<file path="src/rtl/alu_cmd_issuer.sv">
// alu_cmd_issuer: reads operands from a local register file, issues one ALU op
// at a time over req/ack, writes the result back and pulses done.
// Latency: accept -> alu_req next cycle; ack -> done_valid next cycle (3-cycle min spacing).
// Backpressure: cmd_ready only in IDLE; ALU stall bounded by TIMEOUT cycles, then error.
// Optional feature: define ALU_STATS_EN to add stat_ops / stat_timeouts counters.
module alu_cmd_issuer #(
  parameter int DATA_W  = 32,
  parameter int OP_W    = 4,
  parameter int NREGS   = 8,
  parameter int TIMEOUT = 255,
  localparam int RA_W   = $clog2(NREGS)
) (
  input  logic              clk,
  input  logic              rst,
  input  logic              cmd_valid,
  output logic              cmd_ready,
  input  logic [OP_W-1:0]   cmd_op,
  input  logic [RA_W-1:0]   cmd_rs1,
  input  logic [RA_W-1:0]   cmd_rs2,
  input  logic              cmd_imm_en,
  input  logic [DATA_W-1:0] cmd_imm,
  input  logic [RA_W-1:0]   cmd_rd,
  output logic              alu_req,
  output logic [OP_W-1:0]   alu_op,
  output logic [DATA_W-1:0] alu_a,
  output logic [DATA_W-1:0] alu_b,
  input  logic              alu_ack,
  input  logic [DATA_W-1:0] alu_result,
  input  logic [3:0]        alu_flags,
  output logic              done_valid,
  output logic [RA_W-1:0]   done_rd,
  output logic [DATA_W-1:0] done_data,
  output logic [3:0]        done_flags,
  output logic              done_err,
  input  logic [RA_W-1:0]   dbg_addr,
  output logic [DATA_W-1:0] dbg_data,
`ifdef ALU_STATS_EN
  output logic [15:0]       stat_ops,
  output logic [15:0]       stat_timeouts,
`endif
  output logic              busy
);

  typedef enum logic [1:0] {IDLE, ISSUE, WRITE} state_t;

  // Last counter value at which a missing ack aborts the request, so alu_req
  // stays high for exactly TIMEOUT cycles.
  localparam logic [15:0] TMO_LAST = 16'(TIMEOUT - 1);

  state_t            state, state_nxt;
  logic [DATA_W-1:0] regs [NREGS];
  logic [RA_W-1:0]   rd_q;
  logic [15:0]       cnt;
  logic              accept;
  logic              tmo_hit;

  assign accept  = cmd_valid && cmd_ready;
  assign tmo_hit = (cnt == TMO_LAST);

  // Register 0 is never written, so it always reads back as zero.
  assign dbg_data = regs[dbg_addr];

  // State register; reset abandons any in-flight command.
  always_ff @(posedge clk or posedge rst) begin
    if (rst) state <= IDLE;
    else     state <= state_nxt;
  end

  // Next-state and handshake outputs; ack takes priority over timeout.
  always_comb begin
    state_nxt  = state;
    cmd_ready  = 1'b0;
    alu_req    = 1'b0;
    done_valid = 1'b0;
    busy       = 1'b1;
    case (state)
      IDLE: begin
        cmd_ready = 1'b1;
        busy      = 1'b0;
        if (cmd_valid) state_nxt = ISSUE;
      end
      ISSUE: begin
        alu_req = 1'b1;
        if (alu_ack || tmo_hit) state_nxt = WRITE;
      end
      WRITE: begin
        done_valid = 1'b1;
        state_nxt  = IDLE;
      end
      default: state_nxt = IDLE;
    endcase
  end

  // Operand capture, result capture, timeout count and register write-back.
  always_ff @(posedge clk or posedge rst) begin
    if (rst) begin
      for (int i = 0; i < NREGS; i++) regs[i] <= '0;
      alu_op     <= '0;
      alu_a      <= '0;
      alu_b      <= '0;
      rd_q       <= '0;
      cnt        <= '0;
      done_rd    <= '0;
      done_data  <= '0;
      done_flags <= '0;
      done_err   <= 1'b0;
    end else begin
      case (state)
        IDLE: begin
          if (accept) begin
            alu_op <= cmd_op;
            alu_a  <= regs[cmd_rs1];
            alu_b  <= cmd_imm_en ? cmd_imm : regs[cmd_rs2];
            rd_q   <= cmd_rd;
            cnt    <= '0;
          end
        end
        ISSUE: begin
          cnt <= cnt + 16'd1;
          if (alu_ack) begin
            done_rd    <= rd_q;
            done_data  <= alu_result;
            done_flags <= alu_flags;
            done_err   <= 1'b0;
          end else if (tmo_hit) begin
            done_rd    <= rd_q;
            done_data  <= '0;
            done_flags <= '0;
            done_err   <= 1'b1;
          end
        end
        WRITE: begin
          if (!done_err && (done_rd != '0)) regs[done_rd] <= done_data;
        end
        default: ;
      endcase
    end
  end

`ifdef ALU_STATS_EN
  // Saturating completion counters, bumped once per WRITE.
  always_ff @(posedge clk or posedge rst) begin
    if (rst) begin
      stat_ops      <= '0;
      stat_timeouts <= '0;
    end else if (state == WRITE) begin
      if (done_err) begin
        if (stat_timeouts != 16'hFFFF) stat_timeouts <= stat_timeouts + 16'd1;
      end else begin
        if (stat_ops != 16'hFFFF) stat_ops <= stat_ops + 16'd1;
      end
    end
  end
`endif

endmodule

</file>
<file path="config.mk">
export PLATFORM = sky130hd
export DESIGN_NAME = alu_cmd_issuer
export DESIGN_NICKNAME = d
export VERILOG_FILES = /design/src/rtl/alu_cmd_issuer.sv
export SDC_FILE = /design/constraint.sdc
export NUM_CORES = 1
export LEC_CHECK = 0
export CORE_MARGIN = 3
export CORE_UTILIZATION = 61
export CTS_CLUSTER_SIZE = 30
export DETAILED_ROUTE_END_ITERATION = 8
export HOLD_SLACK_MARGIN = 0.15
export PLACE_DENSITY = 0.86
export SLEW_MARGIN = 20
export SYNTH_ARGS = -nofsm -noshare
export SYNTH_HDL_FRONTEND = slang
export SYNTH_SLANG_ARGS = --single-unit
</file>
<file path="constraint.sdc">
create_clock -name clk -period 25.1 [get_ports clk]
set_clock_uncertainty 0.2 [all_clocks]
set_input_delay 5.02 -clock clk [delete_from_list [all_inputs] [get_ports clk]]
set_output_delay 5.02 -clock clk [all_outputs]
set_load 0.02 [all_outputs]
</file>
==> reports/metrics.cfg, run 1 <==
[status]
status=completed

[logic_synthesis]
synthesis.area_um2=20520
synth.area.top_cells=dfrtp_1, mux4_2, mux2_2
synth_largest_area_cell=dfrtp_1
ys_seq_elements=385
synth-async-reset-ratio=1.000
synth_top_family_by_area=multiplexers
seq_area_frac_synth=0.4696
postSynthCellCount=1607
synth_xor_area_frac=0
synth.avg_cell_area_um2=12.77
synth_mux_area_frac=0.3635
synthSimpleGateAreaFrac=0.07050
yosysWarnings=0
ys.flop_type=dfrtp_1
synth-edff-count=0
synth_cell_types=45
syn_nets=1698
synth_top_area_frac=0.4696
synthAdderAreaFrac=0.001220
synth_compound_gate_area_share=0.05336

[global_routing]
grt.overflow.total=0
grt_pass1_vias=15260
grt_pass1_wl_um=87490
antenna_found_initial=1
grt_max_degree=101
grt_usage=0.3137

[worst_hold_path]
holdCritPathClass=reg -> reg
min_to=regs[254]$_DFFE_PP0P_
whs_path_depth=0
hold_path_startpoint=regs[254]$_DFFE_PP0P_

[floorplan]
core-area_um2=32870
ios=233
die_h_um=189.4
fp.dieW_um=189.4
rows=66
die_area_um2=35870
start_util=0.6243

[flow_run]
maxCapViolCount=0

[worst_setup_path]
startpoint_type=primary input
arrival_ns=7.70
r2r.worst_path.cells=5
setup.worst_path.end_class=primary output
r2r_setup_slack_ns=22.22
cp_data_required_time_ns=19.88
rr_endpoint=regs[18]$_DFFE_PP0P_
path_max_fanout=40
critPathKind=in -> out
r2r_start=state[1]$_DFFE_PP0P_

[placement]
place.gp.congestion=0.8289
place_hpwl_um=32620
port_buffers=232
place_inst=2111

[power_and_ir_drop]
power_density_nw_per_um2=113.2
leakagePower_nw=10.72
p_comb_frac=0.356
power.share.switching=0.3514
clockPowerShare=0.235
ir_drop_mv=0.07389
intPower_mw=1.786
switchingPower_mw=0.9678
pwr-share-seq=0.409

[detailed_routing]
firstDrtPassIters=5
postRouteWirelength_um=56410
route.detailed.drc=0
wl_per_cell_um=25.80
vias=14700
ant_nets=0
viasPerCell=6.722
dr.first_iter.drc_count=1625

[clocking]
cts_root_buf=clkbuf_16
cts_tree=yes
cts_buffers=40
htreeDepth=2
cts.sinks=385
clock_latency_ns=0.54
post_cts_resized=0
clkTransAtPathRegs_ns=0.06
hold_buffers=0
cts_setup_buffers=0
cts.path.max_buffers=3

[cells_and_area]
layout-drive-gt1-share=0.2850
post_layout_nonfiller_instances=2186
syn_to_final_growth_pct=18.54
diodes=0
fin_nets=1804

[sta]
maxSlewHeadroom=0.1898
fmax_mhz=77.38
rsz0062_at_grt=no
final.min_clock_period_ns=12.92
min_period_over_period=0.5149
drv_slew=0
worstMarginPinSlew_ns=1.211
setup_tns_ns=0
finalSetupViolCount=0
hold_violations=0

[cell type report]
class | count | area (um2)
tap | 442 | 553.0
clock buffer | 57 | 1187
fill | 2136 | 8546
timing repair buffer | 253 | 2557
clock inverter | 16 | 249.0
multi-input combinational | 1028 | 10110
sequential | 385 | 9634
inverter | 5 | 26.28
[layout by cell type (no fill, tap or decap), drive strengths merged, types with 4 or more instances in the layout]
cell           instances
mux2i                163
a22oi                101
nand2                180
clkbuf                57
nor4                   4
o31ai                  5
mux2                 257
mux4                 129
nand3                 99
bufinv                 6
and3                   5
clkinv                 7
buf                   29
o211ai                 5
clkdlybuf4s50        224
nor2                   6
inv                    5
o21ai                 39
nor2b                  9
dfrtp                385
[stage by stage]
stage	utilization	total power, mW	hold slack [ns]	instance area [um2]	worst slack, ns
after global routing	0.7400	2.885	0.2327	24320	11.99
final	0.7400	2.754	0.2185	24320	12.18
after detailed placement	0.6943	2.093	0.2056	22820	12.13
after CTS	0.7380	2.751	0.2206	24260	12.12
after global placement	0.6914	2.038	0.2027	22720	12.17
after floorplan	-	1.690	0.2455	20520	9.181
[Yosys cell counts (7+ instances only)]
cell,instances
dfrtp_1,385
mux2_2,244
nand2_1,180
mux2i_1,163
mux4_2,129
clkbuf_1,105
a22oi_1,101
nand3_1,99
buf_2,53
o21ai_0,38
buf_1,20
nor2b_1,8
buf_6,7
mux2_4,7
[critical path: stages]
cell and delay (ns):
buf_4 0.43, buf_4 0.77, mux4_2 0.60, mux2_2 0.31
clkdlybuf4s50_1 0.55
[metal layers]
metal | up-vias | share of wire | GRT usage
met2 | 797 | 0.48 | 0.5018
li1 | 6184 | - | -
met1 | 7562 | 0.39 | 0.4287
met3 | 150 | 0.092 | 0.06591
met5 | - | 0.00016 | 0
met4 | 2 | 0.032 | 0.1180
[worst max-delay path by stage]
stage          slack (ns)         from              endpoint
4_1_cts             12.12  dbg_addr[0]           dbg_data[0]
6_report            12.18  dbg_addr[0]          dbg_data[11]
2_1_floorplan        9.18          rst  alu_a[0]$_DFFE_PP0P_
3_3_place_gp        12.17  dbg_addr[0]          dbg_data[31]
3_5_place_dp        12.13  dbg_addr[0]           dbg_data[0]
5_1_grt             11.99  dbg_addr[0]          dbg_data[31]
[power by group through the flow]
stage | sequential, mW | combinational (mW) | clock [mW]
global route | 1.16 | 1.05 | 0.680
detailed placement | 1.12 | 0.974 | 0
floorplan | 1.10 | 0.587 | 0
global placement | 1.10 | 0.939 | 0
finish | 1.13 | 0.980 | 0.646
CTS | 1.11 | 0.984 | 0.652
[kinds of logic after synthesis]
kind of cell | count (synthesis)
multiplexers | 549
flip-flops | 385
AND/OR/NAND/NOR | 319
buffers and inverters | 194
AO/OA/AOI/OAI | 158
adder cells (fa/ha/maj) | 2
[registers in the layout, indices dropped and copies added, names as in the netlist, 4 cells and up]
name / count
alu_b: 32
cnt: 16
done_flags: 4
regs: 256
done_data: 32
alu_a: 32
alu_op: 4
Note: power is estimated with default switching activity, not from simulation.
==> run 2, diff against run 1 <==
CORE_UTILIZATION = 52   (was 61)
PLACE_DENSITY = 0.78   (was 0.86)
clock period = 11.4 ns   (was 25.1 ns; I/O delays follow)
==> reports/metrics.cfg, run 2 (synthesized netlist as in run 1, its figures left out) <==
[clocking]
clock_latency_ns=0.55
htreeDepth=2
cts_root_buf=clkbuf_16
hold_buffers=0
cts_buffers=42
post_cts_resized=0
cts_tree=yes
cts.path.max_buffers=3
cts_setup_buffers=0
cts.sinks=385
clkTransAtPathRegs_ns=0.06

[detailed_routing]
vias=14480
ant_nets=0
viasPerCell=6.388
postRouteWirelength_um=55580
dr.first_iter.drc_count=1299
wl_per_cell_um=24.51
firstDrtPassIters=7
route.detailed.drc=0

[floorplan]
die_h_um=204.6
ios=233
rows=72
core-area_um2=38830
die_area_um2=41880
fp.dieW_um=204.6
start_util=0.5284

[sta]
min_period_over_period=0.6565
finalSetupViolCount=0
timing.hold.ws_ns=0.2191
rsz0062_at_grt=no
setup_tns_ns=0
maxSlewHeadroom=0.2728
fmax_mhz=133.6
drv_slew=0
final.min_clock_period_ns=7.484
worstMarginPinSlew_ns=1.091
hold_violations=0

[worst_setup_path]
cp_data_required_time_ns=8.92
r2r_start=state[0]$_DFFE_PP0P_
slowest_delay_ns=0.73
crit_start=dbg_addr[0]
critPathKind=in -> out
worstSetupEndpoint=dbg_data[0]
path_cells=buf_4, buf_4, mux4_2, mux2_2, clkdlybuf4s50_1
r2r.worst_path.cells=5
critPathTopFamily=buffers and inverters
arrival_ns=5.00
cpMostUsedCell=buf_4
setup.worst_path.end_class=primary output
rr_endpoint=regs[0]$_DFFE_PP0P_
crit_buf_inv=3
cpMaxStageDelayCell=buf_4
path_max_fanout=36
r2r_setup_slack_ns=8.61
crit_cells=5
startpoint_type=primary input

[cells_and_area]
diodes=0
final_cell_mix=dfrtp_1, mux2_2, clkdlybuf4s50_1, nand2_1, mux2i_1
largest-register=regs
fin_nets=1811
largest_register_ffs=256
final_common_cell=dfrtp_1
finish.utilization=0.6257
syn_to_final_growth_pct=18.41
layout-drive-gt1-share=0.2859

[placement]
place_hpwl_um=32800
place.gp.congestion=0.8021
port_buffers=232

[global_routing]
grt_pass1_wl_um=86920
grt.overflow.total=0
antenna_found_initial=1
grt_usage=0.2686
grt_pass1_vias=14820
grt_max_degree=189

[flow_run]
maxCapViolCount=0

[power_and_ir_drop]
power_density_nw_per_um2=244.6
leakagePower_nw=10.68
ir_drop_mv=0.1700

[status]
status=completed

[worst_hold_path]
holdCritPathClass=reg -> reg

-- run 2: layer usage --
layer | vias to the layer above | routed length, um | track usage | share of wire
li1 | 6193 | - | - | -
met3 | 113 | 4209 | 0.04386 | 0.076
met2 | 647 | 26600 | 0.4373 | 0.48
met1 | 7526 | 23300 | 0.3778 | 0.42
met4 | 2 | 1454 | 0.07496 | 0.026
met5 | - | 13 | 0 | 0.00023
-- run 2: worst reg2reg max path, cell delays in order, from the launching register on --
cell and delay [ns]:
dfrtp_1 0.45, nor2b_2 0.19, and3b_1 0.30, and3_2 0.67, buf_4 0.47, mux2_2 0.40
-- run 2: final cells by class --
type,instances,area [um2]
clock inverters,12,136.4
clock buffers,61,1222
repair buffers,258,2526
fillers,2971,14530
flip-flops and latches,385,9634
multi-input cells,1028,10100
well taps,518,648.1
inverters,5,22.52
-- run 2: stage by stage --
stage | power [mW] | std cells | area (um2) | setup slack (ns)
2_1_floorplan | 3.721 | 1607 | 20520 | 3.744
3_3_place_gp | 4.508 | 2193 | 22900 | 3.928
3_5_place_dp | 4.596 | 2193 | 22900 | 3.853
4_1_cts | 5.960 | 2266 | 24260 | 3.848
5_1_grt | 6.268 | 2267 | 24290 | 3.738
6_report | 5.941 | 2267 | 24290 | 3.916
-- run 2: where the power goes --
| part | switching (mW) | leakage, nW | internal, mW | total (mW) |
|---|---|---|---|---|
| clock | 0.560 | 0.673 | 0.791 | 1.35 |
| sequential | 0.571 | 4.88 | 1.88 | 2.45 |
| combinational | 0.953 | 5.12 | 1.19 | 2.14 |
| total | 2.08 | 10.7 | 3.86 | 5.94 |
-- run 2: how the worst min path moves through the flow --
stage | from | to | depth (start not counted)
2_1_floorplan | rd_q[0]$_DFFE_PP0P_ | rd_q[0]$_DFFE_PP0P_ | 2
3_3_place_gp | regs[234]$_DFFE_PP0P_ | regs[234]$_DFFE_PP0P_ | 0
3_5_place_dp | regs[227]$_DFFE_PP0P_ | regs[227]$_DFFE_PP0P_ | 0
4_1_cts | regs[227]$_DFFE_PP0P_ | regs[227]$_DFFE_PP0P_ | 0
5_1_grt | regs[238]$_DFFE_PP0P_ | regs[238]$_DFFE_PP0P_ | 0
6_report | regs[227]$_DFFE_PP0P_ | regs[227]$_DFFE_PP0P_ | 0
